`src/rtl/chip8_rom_loader.sv`:
```
// Loads a CHIP-8 program image into CPU memory over port A, then reads it back
// and compares a checksum. The CPU is held in halt for the whole sequence.
module chip8_rom_loader #(
    parameter logic [11:0] BASE_ADDR = 12'h200,
    parameter logic [12:0] MAX_LEN   = 13'd3584
) (
    input  logic        clk,
    input  logic        reset,
    input  logic        start,
    input  logic [12:0] len,
    input  logic        in_valid,
    input  logic [7:0]  in_data,
    output logic        in_ready,
    output logic        mem_en,
    output logic        mem_write,
    output logic [11:0] mem_addr,
    output logic [7:0]  mem_wdata,
    input  logic [7:0]  mem_rdata,
    output logic        cpu_halt,
    output logic        busy,
    output logic        done,
    output logic        error
);

    typedef enum logic [2:0] {IDLE, LOAD, VRD, VCHK, FIN} state_t;

    state_t      state_reg, state_next;
    logic [12:0] len_reg, cnt_reg;
    logic [11:0] addr_reg;
    logic [7:0]  sum_reg, vsum_reg;
    logic        rd_pend_reg, error_reg;

    logic        start_acc, wr_fire, last_wr, last_rd;
    logic [7:0]  vsum_acc;

    assign start_acc = start && (state_reg == IDLE) && !reset;
    assign wr_fire   = (state_reg == LOAD) && in_valid;
    assign last_wr   = wr_fire && ((cnt_reg + 13'd1) == len_reg);
    assign last_rd   = (state_reg == VRD) && ((cnt_reg + 13'd1) == len_reg);
    // Read data lags its issue by one cycle, so accumulation trails the address.
    assign vsum_acc  = rd_pend_reg ? (vsum_reg + mem_rdata) : vsum_reg;

    always_ff @(posedge clk) begin
        if (reset) begin
            state_reg <= IDLE;
        end else begin
            state_reg <= state_next;
        end
    end

    always_comb begin
        state_next = state_reg;
        case (state_reg)
            IDLE: begin
                if (start_acc) begin
                    if (len == 13'd0 || len > MAX_LEN) begin
                        state_next = FIN;
                    end else begin
                        state_next = LOAD;
                    end
                end
            end
            LOAD:    if (last_wr) state_next = VRD;
            VRD:     if (last_rd) state_next = VCHK;
            VCHK:    state_next = FIN;
            FIN:     state_next = IDLE;
            default: state_next = IDLE;
        endcase
    end

    always_comb begin
        in_ready  = (state_reg == LOAD);
        mem_en    = wr_fire || (state_reg == VRD);
        mem_write = wr_fire;
        mem_addr  = addr_reg;
        mem_wdata = wr_fire ? in_data : 8'h00;
        cpu_halt  = (state_reg != IDLE) || start_acc;
        busy      = (state_reg != IDLE);
        done      = (state_reg == FIN);
        error     = error_reg;
    end

    always_ff @(posedge clk) begin
        if (reset) begin
            len_reg     <= 13'd0;
            cnt_reg     <= 13'd0;
            addr_reg    <= 12'h000;
            sum_reg     <= 8'h00;
            vsum_reg    <= 8'h00;
            rd_pend_reg <= 1'b0;
            error_reg   <= 1'b0;
        end else begin
            case (state_reg)
                IDLE: begin
                    if (start_acc) begin
                        len_reg     <= len;
                        cnt_reg     <= 13'd0;
                        addr_reg    <= BASE_ADDR;
                        sum_reg     <= 8'h00;
                        vsum_reg    <= 8'h00;
                        rd_pend_reg <= 1'b0;
                        error_reg   <= (len > MAX_LEN);
                    end
                end
                LOAD: begin
                    if (wr_fire) begin
                        sum_reg <= sum_reg + in_data;
                        if (last_wr) begin
                            addr_reg <= BASE_ADDR;
                            cnt_reg  <= 13'd0;
                            vsum_reg <= 8'h00;
                        end else begin
                            addr_reg <= addr_reg + 12'd1;
                            cnt_reg  <= cnt_reg + 13'd1;
                        end
                    end
                end
                VRD: begin
                    addr_reg    <= addr_reg + 12'd1;
                    cnt_reg     <= cnt_reg + 13'd1;
                    vsum_reg    <= vsum_acc;
                    rd_pend_reg <= 1'b1;
                end
                VCHK: begin
                    vsum_reg    <= vsum_acc;
                    rd_pend_reg <= 1'b0;
                    error_reg   <= (vsum_acc != sum_reg);
                end
                default: ;
            endcase
        end
    end

endmodule

```
`config.mk`:
```
export PLATFORM = sky130hd
export DESIGN_NAME = chip8_rom_loader
export DESIGN_NICKNAME = d
export VERILOG_FILES = /design/src/rtl/chip8_rom_loader.sv
export SDC_FILE = /design/constraint.sdc
export NUM_CORES = 1
export LEC_CHECK = 0
export CORE_UTILIZATION = 48
export DETAILED_ROUTE_END_ITERATION = 8
export PLACE_DENSITY = 0.76
export SYNTH_ARGS = -nofsm -noshare
export SYNTH_HDL_FRONTEND = slang
export SYNTH_SLANG_ARGS = --single-unit
```
`constraint.sdc`:
```
create_clock -name clk -period 2.4 [get_ports clk]
set_input_delay 0.72 -clock clk [delete_from_list [all_inputs] [get_ports clk]]
set_output_delay 0.72 -clock clk [all_outputs]
set_load 0.02 [all_outputs]
```
==> results.cfg, run 1 <==
[grt]
grt_usage_pct = 29.4
grt_pass1_vias = 4215
grt-ovfl-total = 0
antenna_found_initial = 0
grt_max_degree = 34
grt_pass1_wl_um = 19800

[placed_design]
gp_congestion = 0.886
dp_slack_ns = -0.643
port_buffers = 59
hpwlAfterDp_um = 8140

[finish]
drive_above_1_share_pct = 34.4
nets = 679
seq_area_um2 = 1190
areaGrowthSynthToFinish_pct = 52.6
n_fill_cell = 530
multiInputGateArea_um2 = 2980
n_antenna_cell = 0

[pwr]
peakVddDrop_uv = 336
powerDensity_nw_per_um2 = 450
power_leakage_nw = 2.47
power_mw = 2.70

[floorplanning]
die_x_um = 92.5
fp-row-count = 32
ios = 60
fp.dieH_um = 92.5
dieArea_um2 = 8560
core_um2 = 7810
initial_core_util_pct = 50.4

[drt]
wl_per_cell_um = 17.2
post-route-drc-count = 0
firstDrtPassIters = 6
ant_nets = 0
detail_route.iter0.violations = 312
routed_wirelength_um = 12700
vias = 4248
viasPerCell = 5.78

[logic_synthesis]
netlist.area_leader.share_pct = 30.0
yosys.cell_count.top_type = dfxtp_1
ys_top_cells_by_area = dfxtp_1 30%, xnor2_1 7.3%, a21oi_1 5.6%
ys.flop_type = dfxtp_1
synth_common_cells = 59 x dfxtp_1, 53 x nand2_1, 44 x a21oi_1, 33 x nor2_1, 33 x xnor2_1
synth_seq_area_share_pct = 30.0
synthesis.area_um2 = 3930
synth_top_cell_by_area = dfxtp_1
ys_ff_latch = 59
synthArstFlopShare_pct = 0
avgSynthCellArea_um2 = 8.20
synth_edf_count = 0
syn_inst = 480
synth_nets = 531
synth_cell_types = 54
yosysWarnings = 0

[worst_hold_path]
hp-start = len_reg[6]
min_to = len_reg[6]
hold_path_depth = 2
hold_path.class = flop to flop

[setup_path]
ff2ff_path_depth = 10
worstPathArrival_ns = 2.71
worstSetupStartpointType = input pin
path_max_fanout = 5
worstReg2RegStart = cnt_reg[2]
r2r-end = cnt_reg[5]
crit_required_ns = 2.64
rrSetupSlack_ns = -0.06
critPathKind = input pin to flop
worst_setup_path_end_kind = flop

[timing]
period_needed_ns = 2.47
fmax_mhz = 405
fin_ws_ns = -0.0672
rsz0062_at_grt = true
skew_ns = 0.00722
tightest_slew_ns = 0.456
setup_viol = 29
slew_headroom_pct = 69.5
drv_slew = 0
hold_violations = 0
post-route-period-util_pct = 103

[clocking]
clockBufferDepth = 2
cts_tree = yes
clk_latency_ns = 0.35
htreeDepth = 3
root_buffer = clkbuf_8
clkTransAtPathRegs_ns = 0.08
numClockSinks = 59
cts_buffers = 9

[flow_run]
cap_violations = 0

[run_status]
outcome = finished, violations left
violations = setup timing
-- cell type report --
class	instances	area share (%)
tap	102	2.13
inverter	6	0.375
multi-input combinational	387	49.7
sequential	59	19.9
timing repair buffer	165	24.2
clock inverter	7	1.67
clock buffer	9	2.06
-- logic make-up (layout without fill, tap and decap cells) --
| kind of cell | after synthesis | count (layout) | synth area share [%] |
|---|---|---|---|
| multiplexers | 6 | 6 | 1.59 |
| AO/OA/AOI/OAI | 127 | 127 | 22.5 |
| buffers and inverters | 34 | 187 | 3.94 |
| adder cells (fa/ha/maj) | 18 | 18 | 6.11 |
| XOR/XNOR | 55 | 55 | 12.2 |
| flip-flops | 59 | 59 | 30.0 |
| AND/OR/NAND/NOR | 181 | 181 | 23.6 |
-- cells in the final DEF, fill, tap and decap left out, types with 7 or more instances in the layout --
master and count:
a21o_1 11, a21oi_1 35, a21oi_2 20, a21oi_4 9, a22oi_1 8, and3_1 15, buf_2 7, buf_4 99
clkbuf_8 9, clkdlybuf4s50_1 38, dfxtp_1 52, ha_1 7, nand2_1 52, nand3_1 12, nand4_1 9, nor2_1 31
nor2b_1 7, xnor2_1 30, xor2_1 21
-- per-stage QoR --
stage	area, um^2	TNS [ns]	hold slack (ns)	cells	util, %
after floorplan	3950	0	0.445	480	-
after global placement	5220	-15.49	0.454	700	66.9
after detailed placement	5220	-17.25	0.463	700	66.9
after CTS	5720	-1.40	0.474	731	73.3
after global routing	6000	-3.88	0.502	735	76.9
final	6000	-1.07	0.475	735	76.9
-- where the power goes --
part | internal, mW | leakage (nW) | switching, mW
registers | 1.01 | 0.482 | 0.0352
logic | 0.302 | 1.87 | 0.296
clock network | 0.593 | 0.114 | 0.467
total | 1.90 | 2.47 | 0.798
-- layer usage --
| metal | part of all wire [%] | vias up | track usage [%] |
|---|---|---|---|
| met4 | 2.9 | 0 | 12.1 |
| met3 | 6.7 | 36 | 5.75 |
| met5 | 0 | - | 0 |
| met1 | 40 | 2021 | 33.8 |
| met2 | 50 | 173 | 53.0 |
| li1 | - | 2018 | - |
-- timing repair --
item                                    CTS  global route
pin swaps                                22            36
buffers inserted                         12             3
hold buffers                              0             0
gates cloned                              3             1
resized for setup                        99            48
endpoints found under the setup margin   52            49
-- critical path, cell delays in order --
cell,delay [ns]
clkdlybuf4s50_1,0.45
nand2b_1,0.18
buf_4,0.14
a21o_1,0.19
a21oi_1,0.25
buf_4,0.21
nand4_1,0.14
nor2_1,0.19
xnor2_1,0.20
a21oi_4,0.04
-- how the worst max path moves through the flow --
stage                            start      endpoint
after floorplan             cnt_reg[0]    cnt_reg[1]
after global placement          len[3]  state_reg[0]
after detailed placement  mem_rdata[1]         error
after CTS                   cnt_reg[1]   cnt_reg[12]
after global routing             reset   cnt_reg[12]
final                            reset   cnt_reg[12]
Power figures use the tool's default switching activity.
==> run 2, diff against run 1 <==
--- a/config.mk
+++ b/config.mk
@@ -7,7 +7,9 @@
 export LEC_CHECK = 0
 export CORE_UTILIZATION = 48
 export DETAILED_ROUTE_END_ITERATION = 8
+export GPL_TIMING_DRIVEN = 0
 export PLACE_DENSITY = 0.76
+export SLEW_MARGIN = 25
 export SYNTH_ARGS = -nofsm -noshare
 export SYNTH_HDL_FRONTEND = slang
 export SYNTH_SLANG_ARGS = --single-unit
==> run 2 against run 1 <==
Compared with the run above:
- the run still ends with setup timing left
- combinational power shrank 16%
- clock power shrank 9.7%
- critical path depth shrank 1
- final cell count shrank 6.9%
- non-clock buffer count shrank 53
- total power shrank 7.3%
- clock skew grew 0.0029 ns
- setup slack lost 0.013 ns
- first-iteration DRC count shrank 16%
- maximum frequency shrank 0.51%
- register-to-register slack lost 0.02 ns
- global-route usage shrank 1.9 points
==> results.cfg, run 2 (synthesized netlist as in run 1, its figures left out) <==
[run_status]
outcome = finished, violations left
violations = setup timing

[flow_run]
cap_violations = 0

[clocking]
clkTransAtPathRegs_ns = 0.08
numClockSinks = 59
cts_buffers = 9
root_buffer = clkbuf_8
clk_latency_ns = 0.35
clockBufferDepth = 2
cts_tree = yes
htreeDepth = 3

[timing]
tightest_slew_ns = 0.578
setup_tns_ns = -1.38
hold_violations = 0
drv_slew = 0
skew_ns = 0.0101
fin_ws_ns = -0.0799
post-route-period-util_pct = 103
fmax_mhz = 403
whs_ns = 0.477
slew_headroom_pct = 61.2
period_needed_ns = 2.48
setup_viol = 23
rsz0062_at_grt = true

[placed_design]
hpwlAfterDp_um = 7740
port_buffers = 59
dp_slack_ns = -1.09
gp_congestion = 0.875

[setup_path]
cpMaxStageDelayCell = a2111o_2
critPathKind = flop to flop
worst_setup_path_end_kind = flop
path_max_fanout = 7
crit_path_max_incr_delay_ns = 0.55
crit_buf_inv = 2
path_delay_family = compound AO/OA/AOI/OAI gates
path_cells = buf_6 -> nand3_4 -> a2111oi_4 -> nor3_1 -> o31a_1 -> o2111a_2 -> a2111o_2 -> buf_6 -> a21oi_2
worstSetupStartpointType = flop
crit_top_cell = buf_6
worstPathArrival_ns = 2.77
crit_required_ns = 2.69

[pwr]
peakVddDrop_uv = 258
power_mw = 2.51
powerDensity_nw_per_um2 = 453
power_leakage_nw = 2.14

[drt]
detail_route.iter0.violations = 261
firstDrtPassIters = 5
ant_nets = 0
viasPerCell = 5.96
wl_per_cell_um = 17.6
post-route-drc-count = 0
vias = 4077
routed_wirelength_um = 12100

[grt]
antenna_found_initial = 0
grt_pass1_wl_um = 18600
grt_usage_pct = 27.5
grt-ovfl-total = 0
grt_pass1_vias = 3897
grt_max_degree = 12

[finish]
areaGrowthSynthToFinish_pct = 40.7
n_antenna_cell = 0
drive_above_1_share_pct = 28.5
layout_commonest_cell = dfxtp_1
n_fill_cell = 609
nets = 628
layout_common_cells = 53 x dfxtp_1, 49 x nand2_1, 35 x a21oi_1, 33 x clkdlybuf4s50_1, 32 x nor2_1

[floorplanning]
die_x_um = 92.5
fp-row-count = 32
dieArea_um2 = 8560
fp.dieH_um = 92.5
ios = 60
core_um2 = 7810
initial_core_util_pct = 50.4

[worst_hold_path]
hold_path.class = flop to flop
==> run 2: metal layers <==
layer / share of wire [%] / routed length [um] / global-route usage [%] / up-vias
li1: - / - / - / 1924
met1: 41 / 4940 / 34.3 / 1945
met2: 50 / 6040 / 46.3 / 176
met3: 5.9 / 716 / 4.52 / 32
met4: 3.0 / 364 / 12.2 / 0
met5: 0 / 0 / 0 / -
==> run 2: per-stage QoR <==
step | std cells | utilization [%] | area, um^2
2_1_floorplan | 480 | - | 3950
3_3_place_gp | 641 | 59.8 | 4670
3_5_place_dp | 641 | 59.8 | 4670
4_1_cts | 671 | 67.1 | 5240
5_1_grt | 684 | 70.9 | 5540
6_report | 684 | 70.9 | 5540
==> run 2: worst paths after layout <==
path / from / end / slack, ns / cells past startpoint
min: len_reg[0] / len_reg[0] / 0.48 / 2
max: cnt_reg[0] / cnt_reg[8] / -0.08 / 9
min reg2reg: len_reg[0] / len_reg[0] / 0.48 / 2
max reg2reg: cnt_reg[0] / cnt_reg[8] / -0.08 / 9
==> run 2: where the power goes <==
part / internal [mW] / switching [mW] / leakage (nW) / total [mW]
Sequential: 1.01 / 0.0357 / 0.482 / 1.04
Combinational: 0.233 / 0.270 / 1.56 / 0.503
Clock: 0.507 / 0.450 / 0.0987 / 0.957
Total: 1.75 / 0.756 / 2.14 / 2.51
==> run 2: cell type report <==
type / instances / area, um^2 / share of cell area, %
Tap cell: 102 / 128 / 2.31
Timing Repair Buffer: 87 / 792 / 14.3
Buffer: 25 / 178 / 3.21
Multi-Input combinational cell: 389 / 3020 / 54.5
Clock inverter: 6 / 63.8 / 1.15
Inverter: 6 / 25.0 / 0.452
Sequential cell: 59 / 1190 / 21.6
Clock buffer: 10 / 138 / 2.49
==> run 2: what timing repair did <==
item,4_1_cts,5_1_grt
gates resized for setup,117,60
buffers inserted,12,14
endpoints found under the setup margin,56,48
pin swaps,25,42
hold buffers,0,0
cloned,3,1
==> run 2: worst register-to-register path, delay by kind of cell, from the launching register on <==
| family | cells | cell delay (ns) |
|---|---|---|
| AOI/OAI and AO/OA | 5 | 1.56 |
| DFF | 1 | 0.37 |
| buffers and inverters | 2 | 0.32 |
| and+or+nand+nor | 2 | 0.18 |
